<file path="src/rtl/vga_pkg.sv">
// rtl/vga_pkg.sv - shared VGA display constants, RGB pixel type and index-to-colour helper
package vga_pkg;

  localparam int LINE_WIDTH   = 640;
  localparam int FRAME_ROWS   = 480;
  localparam int FB_ADDR_BITS = 19;
  localparam int RED_BITS     = 3;
  localparam int GREEN_BITS   = 3;
  localparam int BLUE_BITS    = 2;

  typedef struct packed {
    logic [RED_BITS-1:0]   red;
    logic [GREEN_BITS-1:0] green;
    logic [BLUE_BITS-1:0]  blue;
  } rgb_t;

  localparam rgb_t RGB_BLACK = '0;

  function automatic rgb_t rgb_from_index(input logic [7:0] i);
    rgb_t c;
    c.red   = i[2:0];
    c.green = i[5:3];
    c.blue  = i[7:6];
    return c;
  endfunction

endpackage

</file>
<file path="src/rtl/iter_palette.sv">
// rtl/iter_palette.sv - combinational iteration-count to RGB mapping; points inside the set are black
module iter_palette
  import vga_pkg::*;
#(
  parameter int ITER_BITS = 8,
  parameter int MAX_ITER  = 255
) (
  input  logic [ITER_BITS-1:0] iter,
  input  logic [ITER_BITS-1:0] offset,
  output rgb_t                 rgb
);

  logic [ITER_BITS-1:0] idx;

  // The inside-set test looks at the raw count so cycling never lights up the set itself.
  always_comb begin
    idx = iter + offset;
    rgb = (iter == ITER_BITS'(MAX_ITER)) ? RGB_BLACK : rgb_from_index(8'(idx));
  end

endmodule

</file>
<file path="src/rtl/vga_pixel_pipe.sv">
// rtl/vga_pixel_pipe.sv - framebuffer fetch, palette and sync alignment between vgatimer and VGA pins
// Optional per-frame palette cycling is enabled by defining VGA_PALETTE_CYCLE_EN.
module vga_pixel_pipe
  import vga_pkg::*;
#(
  parameter int XBITS       = 10,
  parameter int YBITS       = 10,
  parameter int ADDR_BITS   = 19,
  parameter int ITER_BITS   = 8,
  parameter int MAX_ITER    = 255,
  parameter int MEM_LATENCY = 2
) (
  input  logic                 clk,
  input  logic                 reset,
  input  logic                 hsync_in,
  input  logic                 vsync_in,
  input  logic                 activevideo_in,
  input  logic [XBITS-1:0]     x,
  input  logic [YBITS-1:0]     y,
  output logic [ADDR_BITS-1:0] mem_addr,
  output logic                 mem_rd,
  input  logic [ITER_BITS-1:0] mem_data,
  output logic                 hsync,
  output logic                 vsync,
  output logic [2:0]           red,
  output logic [2:0]           green,
  output logic [1:0]           blue
);

  localparam int L = MEM_LATENCY + 2;

  logic [ADDR_BITS-1:0] row_base_q, row_base_d;
  logic [YBITS-1:0]     y_prev_q, y_prev_d;
  logic [ADDR_BITS-1:0] mem_addr_q, mem_addr_d;
  logic                 mem_rd_q, mem_rd_d;
  logic [L-1:0]         hsync_dly_q, hsync_dly_d;
  logic [L-1:0]         vsync_dly_q, vsync_dly_d;
  logic [L-2:0]         act_dly_q, act_dly_d;
  rgb_t                 rgb_q, rgb_d;
  rgb_t                 pal_rgb;
  logic [ITER_BITS-1:0] pal_offset;

`ifdef VGA_PALETTE_CYCLE_EN
  logic                 vsync_prev_q, vsync_prev_d;
  logic [ITER_BITS-1:0] offset_q, offset_d;

  always_comb begin
    vsync_prev_d = vsync_in;
    offset_d     = offset_q;
    if (vsync_prev_q && !vsync_in) begin
      offset_d = offset_q + ITER_BITS'(1);
    end
  end

  always_ff @(posedge clk or posedge reset) begin
    if (reset) begin
      vsync_prev_q <= 1'b1;
      offset_q     <= '0;
    end else begin
      vsync_prev_q <= vsync_prev_d;
      offset_q     <= offset_d;
    end
  end

  assign pal_offset = offset_q;
`else
  assign pal_offset = '0;
`endif

  iter_palette #(
    .ITER_BITS (ITER_BITS),
    .MAX_ITER  (MAX_ITER)
  ) u_palette (
    .iter   (mem_data),
    .offset (pal_offset),
    .rgb    (pal_rgb)
  );

  // Row base is stepped by one line per y change; the updated value feeds the address in the same cycle.
  always_comb begin
    row_base_d = row_base_q;
    y_prev_d   = y_prev_q;
    if (y != y_prev_q) begin
      y_prev_d   = y;
      row_base_d = (y == '0) ? '0 : row_base_q + ADDR_BITS'(LINE_WIDTH);
    end
    mem_addr_d  = row_base_d + ADDR_BITS'(x);
    mem_rd_d    = activevideo_in;
    hsync_dly_d = {hsync_dly_q[L-2:0], hsync_in};
    vsync_dly_d = {vsync_dly_q[L-2:0], vsync_in};
    act_dly_d   = {act_dly_q[L-3:0], activevideo_in};
    rgb_d       = act_dly_q[L-2] ? pal_rgb : RGB_BLACK;
  end

  always_ff @(posedge clk or posedge reset) begin
    if (reset) begin
      row_base_q  <= '0;
      y_prev_q    <= '0;
      mem_addr_q  <= '0;
      mem_rd_q    <= 1'b0;
      hsync_dly_q <= '1;
      vsync_dly_q <= '1;
      act_dly_q   <= '0;
      rgb_q       <= RGB_BLACK;
    end else begin
      row_base_q  <= row_base_d;
      y_prev_q    <= y_prev_d;
      mem_addr_q  <= mem_addr_d;
      mem_rd_q    <= mem_rd_d;
      hsync_dly_q <= hsync_dly_d;
      vsync_dly_q <= vsync_dly_d;
      act_dly_q   <= act_dly_d;
      rgb_q       <= rgb_d;
    end
  end

  assign mem_addr = mem_addr_q;
  assign mem_rd   = mem_rd_q;
  assign hsync    = hsync_dly_q[L-1];
  assign vsync    = vsync_dly_q[L-1];
  assign red      = rgb_q.red;
  assign green    = rgb_q.green;
  assign blue     = rgb_q.blue;

endmodule
</file>
<file path="config.mk">
export PLATFORM = sky130hd
export DESIGN_NAME = vga_pixel_pipe
export DESIGN_NICKNAME = d
export VERILOG_FILES = /design/src/rtl/vga_pkg.sv /design/src/rtl/iter_palette.sv /design/src/rtl/vga_pixel_pipe.sv
export SDC_FILE = /design/constraint.sdc
export NUM_CORES = 1
export LEC_CHECK = 0
export CORE_ASPECT_RATIO = 0.6
export CORE_UTILIZATION = 51
export DETAILED_ROUTE_END_ITERATION = 8
export GPL_TIMING_DRIVEN = 0
export PLACE_DENSITY = 0.92
export SYNTH_ARGS = -nofsm -noshare
export SYNTH_HDL_FRONTEND = slang
export SYNTH_SLANG_ARGS = --single-unit
export TNS_END_PERCENT = 30
</file>
<file path="constraint.sdc">
create_clock -name clk -period 4.4 [get_ports clk]
set_input_delay 0.88 -clock clk [delete_from_list [all_inputs] [get_ports clk]]
set_output_delay 0.88 -clock clk [all_outputs]
set_load 0.05 [all_outputs]
</file>
# Yosys cells after proc, flatten, opt, wreduce, memory -nomap -nowiden
# Cells that the tools add are included.
[classes]
mux = 4
n_reduce_logical = 1
addsub = 2
n_eq_ne = 2
[op_table]
columns = ["operator", "count"]
rows = [
  ["$mux W19", 2],
  ["$add A19 B10 Y19", 1],
  ["$add A19 B10 Y19 const B", 1],
  ["$mux W8", 2],
  ["$logic_not A10 Y1", 1],
  ["$ne A10 B10 Y1", 1],
  ["$eq A8 B8 Y1 const B", 1],
]
[word_totals]
output_inout_bits = 30
input_bits = 33
wordCells = 19
ff_bits = 68

# Depth between registers and ports, before layout
[logic_depth]
ltp_word = 4
mapped_depth = 16
mapped_depth_nobuf = 14

# Hierarchy
# From an unflattened synthesis, not the netlist that was laid out.
[unflattened]
cells_unflattened = 348
area_unflattened_um2 = 3558.4
[modules_own_cells]
columns = ["module", "n_inst", "seq_area_each_um2", "area_per_inst_um2", "cells_per_inst"]
rows = [
  ["vga_pixel_pipe", 1, 1686.6, 3151.8, 297],
  ["iter_palette", 1, 0.0, 406.6, 51],
]

# Worst setup path after synthesis
# No wires, ideal clock.
[synth_path]
kind = "input -> register"
start = "input port y[1]"
end = "register mem_addr_q[16] (netlist: mem_addr[16])"
path_slack_ns = 0.453
setup_ns = 0.134
t_required_ns = 4.266
path_stages = 14
n_path_buf = 1
t_arrival_ns = 3.812
cell_sequence = "xor2_1 -> nor4_2 -> and3_1 -> buf_4 -> nand2b_1 -> o21ai_0 -> ha_1 -> a2111oi_0 -> o211ai_1 -> a31o_2 -> a21oi_1 -> inv_1 -> a41oi_1 -> a31oi_1"
[synth_between]
elab_chain_cells = 4
word_cells_on_any_way = 5
classes_between = "1 x add/sub; 1 x eq/ne; 2 x mux; 1 x reduce/logical"
[synth_rtl]
columns = ["element", "line", "rtl"]
rows = [
  ["from (decl)", "vga_pixel_pipe.sv:19", "input logic [YBITS-1:0] y,"],
  ["$logic_not A10 Y1", "vga_pixel_pipe.sv:85", "row_base_d = (y == '0) ? '0 : row_base_q + ADDR_BITS'(LINE_WIDTH);"],
  ["$mux W19", "vga_pixel_pipe.sv:85", ""],
  ["$mux W19 (*)", "vga_pixel_pipe.sv:83", "if (y != y_prev_q) begin"],
  ["net row_base_d[7]", "vga_pixel_pipe.sv:32", "logic [ADDR_BITS-1:0] row_base_q, row_base_d;"],
  ["$add A19 B10 Y19 (*)", "vga_pixel_pipe.sv:87", "mem_addr_d = row_base_d + ADDR_BITS'(x);"],
  ["net mem_addr_d[16]", "vga_pixel_pipe.sv:34", "logic [ADDR_BITS-1:0] mem_addr_q, mem_addr_d;"],
  ["to (signal assigned)", "vga_pixel_pipe.sv:108", "mem_addr_q <= mem_addr_d;"],
  ["to (decl)", "vga_pixel_pipe.sv:34", ""],
]
# Mark *: on every way through the listed nets, which the timed path passes. The rest lies on a longest branch.
# A chain may end at the register's enable or synchronous reset.

# Worst setup path after layout
[layout_path]
start = "input port y[5]"
end = "register mem_addr_q[16] (netlist: mem_addr[16])"
# Same word-level chain as after synthesis.

==> results.txt <==
The fmax is 234 MHz. The worst slew margin relative to its limit is 58.9%. The starting density of the core is between 50% and 60%.

Traced cell by cell, the critical path runs through clkdlybuf4s50_1, xor2_1, nor4_4, and3_1, buf_4, clkbuf_4, nor2_4, nor2b_1, ha_1, fa_1, a21oi_2, o211ai_1, a31o_2, a21oi_2, inv_2, a41oi_1, a31oi_1. Together, buffers and inverters on the worst path number 4. Counting stages on the worst path, the most repeated cell is a21oi_2.

The number of ports placed on the die boundary came out at 63. After clock tree synthesis, the clock-pin slew on the worst setup and hold paths is 0.08 ns. The HPWL reported at the end of detailed placement came out at about 4900 um. Summing all non-filler instances in the final layout gives an area of around 4000 um^2. In this run the worst path has a maximum fanout of 10. The startpoint identified for the worst register-to-register timing path is y_prev_q[7]. Leaving out fill and tap cells, the most frequent cell in the layout is clkdlybuf4s50_1. The kind of cell with the highest combined delay along the critical path is compound AO/OA/AOI/OAI gates. The placement row count came out at 21. The number of design rule violations left after detail routing is 0. The antenna cell count is 0. The final weighted congestion in routability-driven placement came out at ~0.91.

Data on the critical path is required at its endpoint by around 4.6 ns. The number of distinct library cells after synthesis came out at roughly 50. STA classifies the critical path endpoint as a register. The placement-stage cell area is between 3000 and 4000 um^2.

The kind of launch point of the worst setup path is an input pin. The number of global-route vias before repair came to around 2.2k. The number of levels in the clock H-tree came out at 3.

The detail-routed via count per cell is 5.36. The register bit total from synthesis is 67. The stage delay of the slowest cell on the critical path is ~0.55 ns. Leaving out fill and tap cells, the most frequent cells in the layout are 62 x clkdlybuf4s50_1, 59 x dfrtp_1, 20 x nand2_1, 14 x xor2_1. The die outline area came out at around 6300 um^2. The clock skew after layout came out at between 0.01 and 0.015 ns. The mapped cell area came out at 3050 um^2. The mean area per synthesized cell is between 10 and 15 um^2. In this run the most critical hold path is launched from vsync_dly_q[2]. Setup violations remaining at the end of the flow were counted as 0. During placement, the flow inserted port buffers numbering between 60 and 70.

The share of the synthesized area in the top cell type came out at between 40 and 50%. For the finished layout, the period the worst path requires is between 4 and 5 ns. The most used flip-flop cell after synthesis is dfrtp_1.

The power per cell area came out at between 500 and 600 nW/um^2. The pin count of the biggest net entering global routing came out at 44. The portion of the clock cycle consumed by the worst path in the final layout came out at a little over nine tenths. The number of DRC violations after detailed-routing iteration 0 came out at 284. The final number of max-transition violations came out at 0. The layout has approximately 430 filler cells. The total overflow left after global routing is 0. By area the synthesized netlist is led by dfrtp_1 48%, dfstp_2 6.9%, ha_1 4.5%, xor2_1 4.0%, xnor2_1 3.7%. The clock network latency to the later pin of the worst-skew pair came out at 0.35 ns. After synthesis, the share of flip-flops with an asynchronous set or reset is 100%. The post-synth net total is just over 300. For this design, the slowest cell found on the critical path is clkdlybuf4s50_1.

After synthesis, flip-flops and latches occupy 55.3% of the total area. The actual transition at the worst max-transition pin came out at between 0.6 and 0.7 ns. The number of maximum-capacitance constraint violations is 0. The clock sink count is 67. The class of the tightest hold or removal check is reg -> reg. The number of antenna violations at the first check in global routing is 0.

The final hold violation count came out at 0. The analysis attributes to cell leakage a power of between 0.0015 and 0.002 uW. The final antenna-violating net count came out at 0. Data on the critical path arrives at its endpoint at around 4.5 ns. The run finished with clean final reports. The library cell used as clock root buffer is clkbuf_8. The worst voltage drop across the vdd grid came out at a little over 300 uV.

The layout-stage area growth over the synthesis result is 32.5%. The synthesized design contains 0 enable-type register cells. The routed wire length is 6890 um. The total number of vias came out at roughly 2.3k. Dividing the detail-routed wire length by the instance count gives 16.0 um. The deepest clock path buffer count is 2. The height of the die came out at between 60 and 70 um. The post-synthesis cell count came out at approximately 270. The setup TNS after final layout is 0 ns. The area of the core region is 5680 um^2. The number of warning messages in the yosys log is 0.

TritonCTS built the clock tree. The overall power is between 2000 and 2500 uW. The ratio of cells with drive above 1 in the final layout came out at approximately 15%. dfrtp_1 takes more of the synthesized area than any other cell. The detailed-router iteration count before antenna repair came out at 4.

The horizontal die dimension is ~100 um. The first global-routing pass estimated ~11,000 um of wire. The kind of critical path is in -> reg. The worst setup path startpoint is y[5].

The number of CTS-inserted buffers came out at 9. The layout net count came out at 390. For this run, the total global-route usage over all layers was measured as between 20% and 30%.
path summary, 6_finish.rpt:
check                                 end  slack, ns  cells past startpoint
setup / recovery             mem_addr[16]       0.12                     17
hold reg to reg            vsync_dly_q[3]       0.35                      0
min in group asynchronous     y_prev_q[2]       0.91                      2
setup reg to reg             mem_addr[16]       0.83                     15
hold / removal             vsync_dly_q[3]       0.35                      0
max in group asynchronous  vsync_dly_q[2]       2.83                      3
Yosys cell counts, types with 2 or more instances:
master,count
nand4_1,7
nand3_1,5
buf_2,2
dfrtp_1,59
inv_1,7
dfstp_2,8
a2111oi_0,2
o211ai_1,2
nand2_1,20
xor2_1,14
a31oi_1,8
nor4_2,2
a21o_1,4
o21ai_2,2
clkbuf_1,10
and2_1,8
nor3_1,4
nor2_1,10
o21ai_0,12
o31ai_1,2
o21ai_1,4
nand2b_1,4
xnor2_1,13
nor2b_1,8
ha_1,11
a21oi_1,12
and3_1,2
worst register-to-register path, delay by kind of cell, from the launching register on:
kind | cells | cell delay (ns)
flops | 1 | 0.38
buf+inv | 3 | 0.48
compound gates | 7 | 1.51
simple gates | 3 | 0.56
fa+ha+maj | 1 | 0.35
xor+xnor | 1 | 0.19
what timing repair did:
item | 4_1_cts | 5_1_grt
pin swaps | 3 | 0
setup buffers | 5 | 0
hold buffers | 0 | 0
setup endpoints to repair | 6 | 4
gates resized for setup | 6 | 8
hold endpoints to repair | 0 | 0
flip-flops by register name, indices dropped and copies added (netlist names):
| register | flops |
|---|---|
| mem_addr | 19 |
| green | 3 |
| vsync_dly_q | 4 |
| blue | 2 |
| y_prev_q | 10 |
| row_base_q | 19 |
| red | 3 |
| hsync_dly_q | 4 |
| act_dly_q | 3 |
routing by layer:
metal | track usage [%] | part of all wire (%) | vias up
li1 | - | - | 1088
met5 | 0 | 0 | -
met2 | 39.6 | 47 | 121
met3 | 8.72 | 7.9 | 12
met4 | 9.32 | 1.7 | 0
met1 | 30.6 | 43 | 1084
through the flow:
stage               setup WS (ns)  utilization, %  hold WS (ns)  std cells
floorplan                   0.453               -         0.331        266
global placement           -0.508            66.4         0.335        408
detailed placement         -0.794            66.8         0.347        409
CTS                      0.000820            70.8         0.355        430
global route              -0.0367            71.2         0.356        430
finish                      0.122            71.2         0.351        430
logic make-up (layout without fill, tap and decap cells):
family	after synthesis	in the layout	synth area share [%]
simple gates	77	77	13.8
mux	1	1	0.492
flops	67	67	55.3
compound gates	60	60	14.3
fa+ha+maj	12	12	5.17
xor+xnor	27	27	7.76
buf+inv	22	106	3.16
power by group:
group	switching [uW]	internal [uW]	total (uW)
Combinational	529	312	842
Clock	223	218	441
Sequential	79.9	728	808
Total	832	1260	2090
area by class of cell:
class / instances / area (um^2) / share of cell area, %
buffer: 14 / 68.8 / 1.70
clock buffer: 13 / 149 / 3.69
clock inverter: 3 / 15.0 / 0.372
inverter: 8 / 30.0 / 0.743
multi-input combinational: 177 / 1310 / 32.5
sequential: 67 / 1690 / 41.8
tap: 80 / 100 / 2.48
timing repair buffer: 68 / 678 / 16.8
No activity file was read; power rests on OpenSTA's default activity.
